--- src/rtl/interp_pkg.sv ---
// ----------------------------------------------------------------------------
// interp_pkg
// Shared types and defaults for the interpolation run controller.
//   seq_state_t     : states of the run sequencer
//   ADDR_W          : data-memory address/data width
//   DONE_ADDR_DEF   : default address the program writes to flag completion
//   DONE_VALUE_DEF  : default data value that counts as "done"
// ----------------------------------------------------------------------------
package interp_pkg;

    localparam int ADDR_W = 19;

    localparam logic [ADDR_W-1:0] DONE_ADDR_DEF  = 19'h7FFFE;
    localparam logic [ADDR_W-1:0] DONE_VALUE_DEF = 19'h1;

    typedef enum logic [2:0] {
        IDLE     = 3'd0,
        WRITE_Q  = 3'd1,
        WAIT_VS1 = 3'd2,
        RUN      = 3'd3,
        WAIT_VS2 = 3'd4,
        SHOW     = 3'd5,
        WAIT_VS0 = 3'd6,
        ABORT    = 3'd7
    } seq_state_t;

endpackage

--- src/rtl/btn_edge_sync.sv ---
// ----------------------------------------------------------------------------
// btn_edge_sync
// Brings an asynchronous active-high button into the clock domain through a
// two-flop synchronizer and emits a registered one-cycle pulse on its rising
// edge. Raw rising edge to pulse is three clock edges.
//   clk      in  system clock
//   reset    in  asynchronous active-low reset
//   btn_i    in  raw button level
//   pulse_o  out one-cycle pulse per press
// ----------------------------------------------------------------------------
module btn_edge_sync (
    input  logic clk,
    input  logic reset,
    input  logic btn_i,
    output logic pulse_o
);

    logic sync1_q;
    logic sync2_q;
    logic prev_q;
    logic pulse_q;

    // Synchronizer chain, delayed copy for edge detect, and the registered
    // pulse so downstream logic never sees a combinational glitch.
    always_ff @(posedge clk or negedge reset) begin
        if (!reset) begin
            sync1_q <= 1'b0;
            sync2_q <= 1'b0;
            prev_q  <= 1'b0;
            pulse_q <= 1'b0;
        end else begin
            sync1_q <= btn_i;
            sync2_q <= sync1_q;
            prev_q  <= sync2_q;
            pulse_q <= sync2_q & ~prev_q;
        end
    end

    assign pulse_o = pulse_q;

endmodule

--- src/rtl/interp_sequencer.sv ---
// ----------------------------------------------------------------------------
// interp_sequencer
// Run controller for the interpolation flow. Latches the quadrant, writes it to
// memory address 0, hands memory/VGA to the processor on a frame boundary,
// detects completion by a write to DONE_ADDR and aborts on a cycle timeout.
//   clk, reset          clock and asynchronous active-low reset
//   btn_start           raw start button (async, active-high)
//   sw_cuadrante        requested quadrant
//   vga_vsync_start     one-cycle frame-boundary pulse
//   cpu_mem_we/adr/wd   processor data-memory write port
//   interpolacion       0 = original image / controller owns memory, 1 = processor
//   cuadrante           latched quadrant
//   mem_we              muxed memory write enable
//   cpu_reset_n         processor reset, active-low
//   busy, done          status (done while showing the result)
//   timeout, bad_sel    sticky error flags
// ----------------------------------------------------------------------------
module interp_sequencer
    import interp_pkg::*;
#(
    parameter logic [ADDR_W-1:0] DONE_ADDR  = DONE_ADDR_DEF,
    parameter logic [ADDR_W-1:0] DONE_VALUE = DONE_VALUE_DEF,
    parameter logic [3:0]        CUAD_MAX   = 4'd15,
    parameter logic [31:0]       TIMEOUT    = 32'd50000000
) (
    input  logic              clk,
    input  logic              reset,
    input  logic              btn_start,
    input  logic [3:0]        sw_cuadrante,
    input  logic              vga_vsync_start,
    input  logic              cpu_mem_we,
    input  logic [ADDR_W-1:0] cpu_mem_adr,
    input  logic [ADDR_W-1:0] cpu_mem_wd,
    output logic              interpolacion,
    output logic [3:0]        cuadrante,
    output logic              mem_we,
    output logic              cpu_reset_n,
    output logic              busy,
    output logic              done,
    output logic              timeout,
    output logic              bad_sel
);

    seq_state_t  state_q, state_d;
    logic [3:0]  cuad_q, cuad_d;
    logic        timeout_q, timeout_d;
    logic        bad_sel_q, bad_sel_d;
    logic [31:0] cnt_q, cnt_d;

    logic start_p;
    logic sw_ok;
    logic done_hit;
    logic cnt_expired;

    btn_edge_sync u_start_sync (
        .clk     (clk),
        .reset   (reset),
        .btn_i   (btn_start),
        .pulse_o (start_p)
    );

    assign sw_ok       = (sw_cuadrante <= CUAD_MAX);
    assign done_hit    = cpu_mem_we && (cpu_mem_adr == DONE_ADDR) && (cpu_mem_wd == DONE_VALUE);
    assign cnt_expired = (cnt_q == TIMEOUT - 32'd1);

    // State register plus the latched quadrant, sticky flags and run counter.
    always_ff @(posedge clk or negedge reset) begin
        if (!reset) begin
            state_q   <= IDLE;
            cuad_q    <= 4'd0;
            timeout_q <= 1'b0;
            bad_sel_q <= 1'b0;
            cnt_q     <= 32'd0;
        end else begin
            state_q   <= state_d;
            cuad_q    <= cuad_d;
            timeout_q <= timeout_d;
            bad_sel_q <= bad_sel_d;
            cnt_q     <= cnt_d;
        end
    end

    // Next-state logic. Vsync is only examined while already sitting in a wait
    // state, so a pulse on the entry edge belongs to the previous state and is
    // dropped. A done write takes priority over the timeout.
    always_comb begin
        state_d = state_q;
        case (state_q)
            IDLE:     if (start_p && sw_ok) state_d = WRITE_Q;
            WRITE_Q:  state_d = WAIT_VS1;
            WAIT_VS1: if (vga_vsync_start) state_d = RUN;
            RUN: begin
                if (done_hit)         state_d = WAIT_VS2;
                else if (cnt_expired) state_d = ABORT;
            end
            WAIT_VS2: if (vga_vsync_start) state_d = SHOW;
            SHOW:     if (start_p) state_d = WAIT_VS0;
            WAIT_VS0: if (vga_vsync_start) state_d = IDLE;
            ABORT:    if (vga_vsync_start) state_d = IDLE;
            default:  state_d = IDLE;
        endcase
    end

    // Datapath next values. The counter runs only in RUN and is held at zero
    // elsewhere, so it always starts from zero on entry and cannot wrap
    // because the timeout leaves RUN first.
    always_comb begin
        cuad_d    = cuad_q;
        timeout_d = timeout_q;
        bad_sel_d = bad_sel_q;
        cnt_d     = 32'd0;
        if (state_q == IDLE && start_p) begin
            if (sw_ok) begin
                cuad_d    = sw_cuadrante;
                timeout_d = 1'b0;
                bad_sel_d = 1'b0;
            end else begin
                bad_sel_d = 1'b1;
            end
        end
        if (state_q == RUN) begin
            cnt_d = cnt_q + 32'd1;
            if (!done_hit && cnt_expired) timeout_d = 1'b1;
        end
    end

    // Outputs decode straight from the state register, so an asynchronous
    // reset drops the processor and memory ownership without waiting a clock.
    always_comb begin
        interpolacion = 1'b0;
        mem_we        = 1'b0;
        cpu_reset_n   = 1'b0;
        busy          = 1'b1;
        done          = 1'b0;
        case (state_q)
            IDLE:     busy = 1'b0;
            WRITE_Q:  mem_we = 1'b1;
            WAIT_VS1: ;
            RUN: begin
                interpolacion = 1'b1;
                cpu_reset_n   = 1'b1;
                mem_we        = cpu_mem_we;
            end
            WAIT_VS2: interpolacion = 1'b1;
            SHOW: begin
                interpolacion = 1'b1;
                busy          = 1'b0;
                done          = 1'b1;
            end
            WAIT_VS0: interpolacion = 1'b1;
            ABORT:    interpolacion = 1'b1;
            default:  busy = 1'b0;
        endcase
    end

    assign cuadrante = cuad_q;
    assign timeout   = timeout_q;
    assign bad_sel   = bad_sel_q;

endmodule

--- config.mk ---
export PLATFORM = sky130hd
export DESIGN_NAME = interp_sequencer
export DESIGN_NICKNAME = d
export VERILOG_FILES = /design/src/rtl/interp_pkg.sv /design/src/rtl/btn_edge_sync.sv /design/src/rtl/interp_sequencer.sv
export SDC_FILE = /design/constraint.sdc
export NUM_CORES = 1
export LEC_CHECK = 0
export CAP_MARGIN = 25
export CORE_MARGIN = 3
export CORE_UTILIZATION = 49
export CTS_CLUSTER_SIZE = 25
export DETAILED_ROUTE_END_ITERATION = 10
export GPL_TIMING_DRIVEN = 0
export HOLD_SLACK_MARGIN = 0.06
export PLACE_DENSITY = 0.79
export SYNTH_ARGS = -nofsm -noshare
export SYNTH_HDL_FRONTEND = slang
export SYNTH_SLANG_ARGS = --single-unit
export TNS_END_PERCENT = 20
--- constraint.sdc ---
create_clock -name clk -period 2.3 [get_ports clk]
set_clock_uncertainty 0.15 [all_clocks]
set_input_delay 0.46 -clock clk [delete_from_list [all_inputs] [get_ports clk]]
set_output_delay 0.46 -clock clk [all_outputs]
set_load 0.005 [all_outputs]
==> results.md, run 1 <==
* H-tree Lvls at 2
* Vias per inst at 6.04
* Measured slew at the worst slew-check pin at between 0.8 and 0.9 ns
* Routed wire length at 6130 um
* WP data arrival at approximately 2.3 ns
* WS Path Type: flip-flop to flip-flop
* Final #Nets at 357
* Peak Freq at between 0.4 and 0.5 GHz
* Syn-to-layout area delta at 35.1%
* Drc violations at 0
* First-pass DRT Iterations at 4
* Die area at 0.00557 mm^2
* Clock transition at the registers of the reported paths at around 0.080 ns
* Pwr dens at 572 mW/mm^2
* Cell count after synthesis at roughly 240
* Crit path max fanout at 10
* Worst Hold Class: flip-flop to flip-flop
* # port buffers at 56
* Die Width at 74.6 um
* Ys Warns at 0
* Dpl hpwl at 4460 um
* Final setup fails at 0
* Drt wl/cell at 16.9 um
* Critical Path Sink Type: flip-flop
* # diodes at 0
* Core area at 0.00444 mm^2
* RSZ-0062 raised after global routing: yes
* Final Wtd Congestion at 0.855
* Final period util at 0.982
* Starting Density at 0.519
* Root Driver: clkbuf_8
* Synth Area per Inst at about 9.5 um^2
* DRT antenna net count at 0
* Cts bufs inserted at 5
* Fin crit period at 2.26 ns
* Commonest non-fill, non-tap cell in the layout: clkdlybuf4s50_1
* MaxCap Viol Count at 0
* Fill count at 345
* Syn Std Cell Area at approximately 0.0023 mm^2
* Commonest non-fill, non-tap cells in the layout: clkdlybuf4s50_1 (50), dfrtp_1 (42), nor2_1 (19)
* Setup TNS at 0 ns
* Mapped Nets at 290
* Yosys reg bits at 44
* Maximum clock insertion buffer count at 2
* Skew-Pair Late Insertion Delay at 0.30 ns
* Peak supply drop at 0.553 mV
* Distinct cell type count after synthesis at 43
* I/O pin count at 58
* First-pass GRT wire length at 9870 um
* Die span in y at 74.6 um
* Status: completed
* Layout cells sized above 1 at 0.113
* Max Transition Viols Final at 0
* Register area share after synthesis at 0.477
* Post-synth ARST share at 1.00
* Worst rel slew slack at 0.435
* DR vias at 2186
* Hold Slack at 0.204 ns
* Vias in the first global route at 2068
* Congestion Overflow GR at 0
* Total track usage at 0.232
* Leak Pwr at 1.28 nW
* CP required at 2.37 ns
* Pin count of the biggest net entering global routing at 32
* CTS tree: yes
* Number of synthesized flops with an enable pin at 0
* Critical path launch point type: flip-flop
* Initial antenna violation count at 0
* Main synth FF type: dfrtp_1
* # clock sinks at 44
* Final hold vios at 0
* DRT iter0 DRCs at 155
* Row Count at 24
==> final timing paths <==
kind / cells past startpoint / start / to / slack, ns
worst min register to register: 0 / u_start_sync.sync1_q / u_start_sync.sync2_q / 0.20
max in group asynchronous: 3 / reset / cnt_q[12] / 1.09
worst max register to register: 5 / cnt_q[0] / cnt_q[29] / 0.04
worst max-delay path: 5 / cnt_q[0] / cnt_q[29] / 0.04
worst min-delay path: 0 / u_start_sync.sync1_q / u_start_sync.sync2_q / 0.20
min in group asynchronous: 2 / reset / cnt_q[20] / 0.44
==> sequential cells by signal, summed over array words and instances (netlist names) <==
| signal | count |
|---|---|
| state_q | 3 |
| cnt_q | 32 |
| u_start_sync.sync1_q | 1 |
| u_start_sync.pulse_o | 1 |
| u_start_sync.sync2_q | 1 |
| cuadrante | 4 |
| timeout | 1 |
| u_start_sync.prev_q | 1 |
==> cell families after synthesis <==
logic type / Yosys count / synth area share
XOR/XNOR: 14 / 0.0532
adder cells (fa/ha/maj): 1 / 0.00543
buffers and inverters: 19 / 0.0331
AO/OA/AOI/OAI: 37 / 0.105
AND/OR/NAND/NOR: 120 / 0.296
multiplexers: 6 / 0.0282
other: 1 / 0.00163
flip-flops: 44 / 0.477
==> cell type report <==
| type | count | area (um^2) | area share |
|---|---|---|---|
| sequential | 44 | 1100 | 0.354 |
| multi-input combinational | 179 | 1160 | 0.372 |
| tap | 52 | 65.1 | 0.0209 |
| clock buffer | 6 | 82.6 | 0.0265 |
| timing repair buffer | 61 | 621 | 0.199 |
| clock inverter | 2 | 10.0 | 0.00321 |
| inverter | 10 | 37.5 | 0.0120 |
| buffer | 8 | 36.3 | 0.0116 |
==> worst max-delay path, stage by stage (launching register included) <==
cell	delay, ns
dfrtp_1	0.47
nand3_1	0.27
or3_1	0.44
buf_2	0.22
or4_1	0.49
a21oi_1	0.15
==> timing repair <==
item                                    in CTS  in global routing
hold endpoints to repair                    13                  0
cloned                                       0                  0
setup buffers                                3                  0
pin swaps                                    2                  4
resized for setup                            6                  9
hold buffers                                 1                  0
endpoints found under the setup margin       9                 11
==> where the power goes <==
part           internal [W]  switching, W
clock              0.000240      0.000269
combinational      0.000196      0.000134
sequential         0.000854     0.0000896
total               0.00129      0.000493
==> stage by stage <==
step	utilization	power (W)	setup WS (ns)	instances	cell area [um^2]
after global routing	0.701	0.00188	-0.0558	362	3120
after global placement	0.660	0.00125	-0.555	350	2930
after CTS	0.695	0.00177	-0.0180	362	3090
after detailed placement	0.663	0.00127	-0.589	351	2950
final	0.701	0.00178	0.0415	362	3120
after floorplan	-	0.00109	0.0466	242	2310
==> metal layers <==
layer	vias to the layer above	global-route usage	part of all wire
li1	1031	-	-
met1	1067	0.333	0.42
met2	76	0.352	0.50
met3	12	0.0554	0.061
met4	0	0.0652	0.018
met5	-	0	0
==> cell usage after synthesis, types with 7 or more instances <==
| cell | number | area [um^2] |
|---|---|---|
| xnor2_1 | 11 | 96.3 |
| nand2_1 | 18 | 67.6 |
| a21oi_1 | 14 | 70.1 |
| inv_1 | 10 | 37.5 |
| nor4_1 | 10 | 62.6 |
| o21ai_0 | 7 | 35.0 |
| dfrtp_1 | 44 | 1100 |
| or4_1 | 13 | 97.6 |
| nor2_1 | 19 | 71.3 |
| nand3_1 | 13 | 65.1 |
| nand4_1 | 13 | 81.3 |
| clkbuf_1 | 7 | 26.3 |
Power figures use the tool's default switching activity.
==> run 2: changes to the inputs <==
CORE_UTILIZATION = 45   (was 49)
PLACE_DENSITY = 0.73   (was 0.79)
==> results.md, run 2 (synthesis gave the netlist of run 1 again) <==
* Congestion Overflow GR at 0 (unchanged)
* Final Wtd Congestion at 0.813 (-4.9%)
* WP data arrival at 2.29 ns (-0.04 ns)
* Commonest non-fill, non-tap cell in the layout: clkdlybuf4s50_1
* Skew-Pair Late Insertion Delay at 0.30 ns (about the same)
* DRT iter0 DRCs at 176 (+14%)
* Met2 usage in global routing at 0.338 (-0.0140)
* Pint at 0.00136 W (+5.8%)
* Max Transition Viols Final at 0 (unchanged)
* Vias in the first global route at 2110 (+2.0%)
* Die span in y at 77.6 um (+4.0%)
* Worst rel slew slack at 0.489 (+0.0542)
* M1 GR Usage at 0.284 (-0.0486)
* Drc violations at 0 (unchanged)
* First-pass GRT wire length at 10100 um (+2.0%)
* Peak supply drop at 0.429 mV (-22%)
* Logic pwr share at 0.173 (-0.012)
* Syn-to-layout area delta at 36.3%
* Switching pwr at 0.000469 W (-4.8%)
* H-tree Lvls at 2 (unchanged)
* R2r setup slk at 0.09 ns (+0.04 ns)
* Reg2reg start: cnt_q[2]
* CTS tree: yes
* Final setup fails at 0 (unchanged)
* Pin count of the biggest net entering global routing at 31 (-3.1%)
* Dpl hpwl at 4560 um (+2.2%)
* Layout cells sized above 1 at 0.116 (+0.00323)
* Cts bufs inserted at 5 (unchanged)
* Power, Total at 0.00183 W (+2.9%)
* Worst R2R End: cnt_q[29]
* Final #Nets at 357 (unchanged)
* # clock sinks at 44 (unchanged)
* Row Count at 25 (+4.2%)
* Sequential share of power at 0.512 (-0.017)
* Clock group share of total power at 0.315 (+0.029)
* Placed cells at 366 (+4.3%)
* DR vias at 2101 (-3.9%)
* Die area at 0.00602 mm^2 (+8.2%)
* # diodes at 0 (unchanged)
* First-pass DRT Iterations at 4 (unchanged)
* Reg with most FFs: cnt_q
* GRT Max-Usage Layer: met2
* Starting Density at 0.476 (-0.0432)
* Root Driver: clkbuf_8
* # port buffers at 56 (unchanged)
* Status: completed
* Maximum clock insertion buffer count at 2 (unchanged)
* Hold Crit Start: u_start_sync.sync1_q
* Max FFs per register at 32 (unchanged)
* Clock transition at the registers of the reported paths at 0.09 ns (about the same)
* Crit path max fanout at 10 (unchanged)
* Sw frac at 0.256 (-0.0207)
* Measured slew at the worst slew-check pin at 0.759 ns (-0.0805 ns)
* Worst Hold End: u_start_sync.sync2_q
* Peak Freq at 0.452 GHz (+2.0%)
* Final hold vios at 0 (unchanged)
* Pwr dens at 583 mW/mm^2 (+2.0%)
* Initial antenna violation count at 0 (unchanged)
* Vias per inst at 5.57 (-7.7%)
* Commonest non-fill, non-tap cells in the layout: clkdlybuf4s50_1 (50), dfrtp_1 (40), nor2_1 (19)
* Reg2Reg Depth at 5 (unchanged)
* WS Path Type: flip-flop to flip-flop
* CP required at 2.37 ns (about the same)
* Total track usage at 0.206 (-0.0260)
* Die Width at 77.6 um (+4.0%)
* MaxCap Viol Count at 0 (unchanged)
* Critical Path Sink Type: flip-flop
* Leak Pwr at 1.28 nW (about the same)
* Grt met3 use at 0.0406 (-0.0148)
* Drt wl/cell at 15.7 um (-7.0%)
* Critical path launch point type: flip-flop
* DRT antenna net count at 0 (unchanged)
* I/O pin count at 58 (unchanged)
* Core area at 0.00485 mm^2 (+9.1%)
* Worst Hold Depth at 0 (unchanged)
* Final period util at 0.963 (-0.0193)
* Finished Layout Cells at 377 (+4.1%)
* Fin crit period at 2.21 ns (-0.0443 ns)
* Worst Hold Class: flip-flop to flip-flop
* Routed wire length at 5930 um (-3.2%)
run 2: worst max-delay path, stage by stage (launching register included):
cell and delay (ns):
dfrtp_1 0.44, nand4_1 0.25, or3_4 0.48, buf_2 0.20, or4_1 0.47, a21oi_1 0.15
run 2: layout make-up:
type                            instances  area, um^2
Tap cell                               67        83.8
Sequential cell                        44        1110
Timing Repair Buffer                   61         621
Fill cell                             427        1710
Inverter                               10        37.5
Multi-Input combinational cell        179        1150
Clock buffer                            6        72.6
Clock inverter                          2        35.0
Buffer                                  8        36.3
run 2: timing repair:
action | CTS | global route
cloned | 0 | 0
pin swaps | 2 | 5
setup buffers | 1 | 2
setup endpoints to repair | 11 | 14
hold endpoints to repair | 14 | 0
resized for setup | 8 | 9
hold buffers | 1 | 0
run 2: how the worst max path moves through the flow:
stage	startpoint	endpoint	slack (ns)	cells past startpoint
finish	cnt_q[2]	cnt_q[29]	0.09	5
global route	cnt_q[2]	cnt_q[26]	-0.002	5
CTS	cpu_mem_wd[8]	state_q[2]	-0.11	5
detailed placement	cpu_mem_wd[8]	state_q[1]	-0.63	5
global placement	reset	cuadrante[2]	-0.57	1
floorplan	cpu_mem_wd[8]	state_q[2]	0.05	4
run 2: power groups by stage:
| stage | logic, W | clock network, W | registers [W] |
|---|---|---|---|
| 2_1_floorplan | 0.000159 | 0 | 0.000930 |
| 3_3_place_gp | 0.000302 | 0 | 0.000944 |
| 3_5_place_dp | 0.000319 | 0 | 0.000947 |
| 4_1_cts | 0.000321 | 0.000592 | 0.000933 |
| 5_1_grt | 0.000355 | 0.000627 | 0.000949 |
| 6_report | 0.000318 | 0.000578 | 0.000938 |
run 2: metal layers:
layer  part of all wire  wire (um)
met1               0.46       2720
met2               0.49       2920
met3              0.044        260
met4             0.0046         27
met5                  0          0
run 2: per-stage QoR:
| stage | area [um^2] | setup slack (ns) | hold slack (ns) | TNS [ns] | util |
|---|---|---|---|---|---|
| 2_1_floorplan | 2310 | 0.0466 | 0.0144 | 0 | - |
| 6_report | 3140 | 0.0858 | 0.218 | 0 | 0.648 |
| 3_5_place_dp | 2970 | -0.627 | 0.204 | -2.54 | 0.612 |
| 5_1_grt | 3140 | -0.00188 | 0.228 | -0.00188 | 0.648 |
| 4_1_cts | 3110 | -0.106 | 0.223 | -0.112 | 0.642 |
| 3_3_place_gp | 2950 | -0.569 | 0.185 | -26.99 | 0.609 |
==> patch 1, RTL diff (settings of run 2) <==
Encoding of `seq_state_t`: now one-hot (8 bits for 8 states).
--- a/src/rtl/interp_pkg.sv
+++ b/src/rtl/interp_pkg.sv
@@ -13,15 +13,15 @@
     localparam logic [ADDR_W-1:0] DONE_ADDR_DEF  = 19'h7FFFE;
     localparam logic [ADDR_W-1:0] DONE_VALUE_DEF = 19'h1;
 
-    typedef enum logic [2:0] {
-        IDLE     = 3'd0,
-        WRITE_Q  = 3'd1,
-        WAIT_VS1 = 3'd2,
-        RUN      = 3'd3,
-        WAIT_VS2 = 3'd4,
-        SHOW     = 3'd5,
-        WAIT_VS0 = 3'd6,
-        ABORT    = 3'd7
+    typedef enum logic [7:0] {
+        IDLE     = 8'b00000001,
+        WRITE_Q  = 8'b00000010,
+        WAIT_VS1 = 8'b00000100,
+        RUN      = 8'b00001000,
+        WAIT_VS2 = 8'b00010000,
+        SHOW     = 8'b00100000,
+        WAIT_VS0 = 8'b01000000,
+        ABORT    = 8'b10000000
     } seq_state_t;
 
 endpackage
Behaviour: same outputs for any inputs over 10 cycles, from zero or initial values and one cycle with reset low; not proved beyond that.
==> patch 1 against run 2 <==
Power up 28%; largest cell class unchanged; cell area up 16%; first-iteration DRC count down 45%; fmax down 13%; largest power group unchanged; synthesized cell count up 7.9%; sequential cell count up 5; routed wire length up 12%; non-clock buffer count up 8; setup slack worse by 330 ps; cell count up 8.0%; area after synthesis up 11%; the run now ends with setup timing left.
==> patch 1: results (changes against run 2) <==
| Metric | Value |
|---|---|
| Largest net degree at the start of global routing | `27 (-13%)` |
| CP Class | `reg -> out` |
| Share of layout cells above drive strength 1 | `22.8% (+11 points)` |
| Cells after DPL | `388 (+6.0%)` |
| Mapped Nets | `309 (+6.6%)` |
| Worst hold margin | `215 ps (-3.78 ps)` |
| Failing checks | `setup timing` |
| Sw Ratio | `27.1% (+1.5 points)` |
| Grt met3 use | `5.10% (+1.0 points)` |
| Mean post-synth cell area | `9.78 um2 (+2.7%)` |
| Metal1 wirelength | `2760 um (+1.2%)` |
| First-pass GRT wire length | `10400 um (+3.1%)` |
| Met1 usage | `25.2% (-3.2 points)` |
| Post-synthesis mux area share | `2.20% (-0.62 points)` |
| Crit path largest cell delay | `570 ps (+90 ps)` |
| Status | `finished, violations left` |
| Worst reg2reg setup slack | `20 ps (-70 ps)` |
| Routability cong. | `0.873 (+7.4%)` |
| Crit path DAT | `1930 ps (-360 ps)` |
| Nets | `384 (+7.6%)` |
| Maximum vdd drop | `0.424 mV (-1.2%)` |
| GRT Total Usage | `20.4% (-0.25 points)` |
| Wire length on met3 | `530 um (+100%)` |
| Final HPWL DP | `4500 um (-1.3%)` |
| FILL cells | `394 (-7.7%)` |
| FF-to-FF End | `state_q[6]$_DFFE_PN0P_` |
| Met2 WL | `3270 um (+12%)` |
| Setup-failing EPs final | `5 (+5)` |
| Slowest-stage cell, CP | `or4_4` |
| Compound-Gate Fraction of Synth Area | `7.50% (-3.0 points)` |
| Setup ws final | `-241 ps (-327 ps)` |
| DP Worst Slack | `-724 ps (-97.4 ps)` |
[patch 1: cell count changes after synthesis, moves of 5 or more]
| cell | change |
|---|---|
| nor2_1 | +10 |
| or4_1 | -10 |
| o21ai_0 | +8 |
| nor3_1 | +6 |
| o31ai_1 | -6 |
| xnor2_1 | +6 |
| or2_2 | -5 |
[patch 1: timing repair]
| action | 4_1_cts | 5_1_grt |
|---|---|---|
| hold endpoints to repair | 23 | 0 |
| setup endpoints to repair | 12 | 37 |
| resized for setup | 38 | 33 |
| hold buffers | 1 | 0 |
| setup buffers | 8 | 5 |
| pin swaps | 5 | 11 |
[patch 1: cell type report]
type / count / area (um2) / area share (%)
plain buffers: 6 / 28.8 / 0.790
clock buffers: 5 / 68.8 / 1.89
clock inverters: 3 / 65.1 / 1.79
multi-input cells: 196 / 1430 / 39.3
flip-flops and latches: 49 / 1240 / 33.9
inverters: 7 / 38.8 / 1.06
well taps: 70 / 87.6 / 2.40
repair buffers: 71 / 687 / 18.9
==> patch 2, RTL diff (config.mk and constraints of run 2) <==
Made on the original files. Set the package constant `ADDR_W` to 23 (it was 19).
--- a/src/rtl/interp_pkg.sv
+++ b/src/rtl/interp_pkg.sv
@@ -8,7 +8,7 @@
 // ----------------------------------------------------------------------------
 package interp_pkg;
 
-    localparam int ADDR_W = 19;
+    localparam int ADDR_W = 23;
 
     localparam logic [ADDR_W-1:0] DONE_ADDR_DEF  = 19'h7FFFE;
     localparam logic [ADDR_W-1:0] DONE_VALUE_DEF = 19'h1;
Ports: changed (resized cpu_mem_adr and cpu_mem_wd); port bits go from 58 to 66. No check against the original RTL was run, so the function may have changed too.
==> patch 2 against run 2 <==
Count of clock-buffer cells in the layout fell by 1; cell area up 1.7%; sequential cell count unchanged; largest power group unchanged; setup slack lost 77 ps; area after synthesis increased by 0.98%; sequential power is 0.4% higher; sequential share of layout area decreased by 0.75 points; routed wire length decreased by 3.9%; power shrank 4.9%; first-iteration DRC count fell by 42%; critical endpoint is now state_q[2]$_DFFE_PN0P_.
==> patch 2: results (changes against run 2) <==
| Metric | Value |
|---|---|
| Status | `finished, final reports clean` |
| Reg2reg path depth | `6 (+1)` |
| Post-synthesis sequential area ratio | `47.3% (-0.46 points)` |
| Pre-Repair DR Iteration Count | `4 (unchanged)` |
| Share of layout cells above drive strength 1 | `9.75% (-1.9 points)` |
| Worst reg2reg setup slack | `120 ps (+30 ps)` |
| FILL cells | `419 (-1.9%)` |
| Initial antenna violation count | `0 (unchanged)` |
| Worst-skew pair later-pin latency | `roughly 290 ps` |
| Routability cong. | `0.845 (+3.9%)` |
| FF-to-FF End | `cnt_q[30]$_DFF_PN0_` |
| Final HPWL DP | `4370 um (-4.1%)` |
| DRT Wirelength | `5700 um (-3.9%)` |
| I/O Buffers | `64 (+14%)` |
| Max FFs per register | `32 (unchanged)` |
| Largest net degree at the start of global routing | `39 (+26%)` |
| Crit path DAT | `2370 ps (+80 ps)` |
| H-tree depth | `2 (unchanged)` |
| Crit path largest cell delay | `500 ps (+20 ps)` |
| First-pass GRT wire length | `9690 um (-3.7%)` |
| Ys async rst share | `100% (unchanged)` |
| Maximum vdd drop | `0.486 mV (+13%)` |
| P_sw | `462 uW (-1.5%)` |
| DP Worst Slack | `-412 ps (+215 ps)` |
| Worst-path maximum fanout | `3 (-7)` |
| Nets | `374 (+4.8%)` |
| CP delay by family, top | `simple AND/OR/NAND/NOR gates` |
| Synth unique cells | `41 (-4.7%)` |
| Synth cell count leaders | `dfrtp_1 (44), a21oi_1 (20), nand2_1 (16)` |
| Mapped Nets | `302 (+4.1%)` |
| WL per Instance | `14.8 um (-5.9%)` |
| Placed inst area | `3080 um2 (+3.8%)` |
| Worst Hold Launch | `u_start_sync.sync1_q$_DFF_PN0_` |
| Cells after DPL | `379 (+3.6%)` |
| Slowest-stage cell, CP | `or4b_1` |
| Pleak | `0.00126 uW (-1.2%)` |
| Reg2Reg Launch Point | `cnt_q[0]$_DFF_PN0_` |
| GRT Total Usage | `19.7% (-0.90 points)` |
| Total number of vias | `2116 (+0.71%)` |
| Top cells by area, synth | `dfrtp_1 (47%), a21oi_1 (4.3%), or4_1 (4.2%), o31ai_1 (3.9%), nand3_1 (2.8%)` |
| Mean post-synth cell area | `9.47 um2 (-0.67%)` |
| DRT iter0 DRCs | `102 (-42%)` |
| N_diodes | `0 (unchanged)` |
## patch 2: power groups by stage
stage                     logic [uW]  registers (uW)  clock network, uW
after floorplan                  154             943                  0
after global placement           338             949                  0
after detailed placement         343             956                  0
after CTS                        348             941                471
after global routing             382             956                499
final                            345             942                456
## patch 2: kinds of logic (layout without fill, tap and decap cells)
kind of cell	Yosys count	count (layout)	synth area share (%)
compound gates	48	48	12.5
xor+xnor	9	9	3.39
fa+ha+maj	1	1	0.537
buf+inv	23	95	3.87
flops	44	44	47.3
mux	5	5	2.36
other cells	1	1	0.161
simple gates	115	115	29.9
## patch 2: what timing repair did
item	4_1_cts	5_1_grt
setup buffers	1	1
hold endpoints to repair	6	0
pin swaps	1	0
setup endpoints to repair	17	20
hold buffers	1	0
gates resized for setup	5	14
## patch 2: per-stage QoR
stage                     hold slack [ps]  TNS (ps)
final                                 215         0
after global routing                  223     -65.1
after CTS                             223      -142
after floorplan                      14.4         0
after detailed placement              163     -2230
after global placement                188    -25750
## patch 2: per-layer routing
| layer | global-route usage, % | vias to the layer above | routed length, um |
|---|---|---|---|
| met5 | 0 | - | 0 |
| met3 | 3.83 | 5 | 155 |
| met2 | 34.2 | 24 | 2900 |
| li1 | - | 1062 | - |
| met1 | 25.8 | 1025 | 2610 |
| met4 | 3.67 | 0 | 32 |
## patch 2: area by class of cell
class	instances	area (um2)	share of cell area (%)
Tap cell	67	83.8	2.62
Clock inverter	2	12.5	0.391
Timing Repair Buffer	69	696	21.8
Sequential cell	44	1100	34.4
Buffer	11	57.6	1.80
Multi-Input combinational cell	179	1150	35.9
Clock buffer	5	68.8	2.15
Inverter	8	30.0	0.939
## patch 2: worst register-to-register path: stages (launching register included)
cell     delay, ps
dfrtp_1        400
ha_1           230
and4_2         320
nand3_1        140
buf_2          210
or4_1          510
a21oi_1        160
## patch 2: worst max-delay path by stage
stage,slack (ps),from,to
global route,-30,cpu_mem_adr[21],state_q[2]$_DFFE_PN0P_
finish,8,cpu_mem_adr[21],state_q[2]$_DFFE_PN0P_
detailed placement,-410,cpu_mem_adr[21],state_q[2]$_DFFE_PN0P_
global placement,-550,reset,cuadrante[0]$_DFFE_PN0P_
floorplan,20,cpu_mem_adr[21],state_q[2]$_DFFE_PN0P_
CTS,-70,state_q[2]$_DFFE_PN0P_,cpu_reset_n
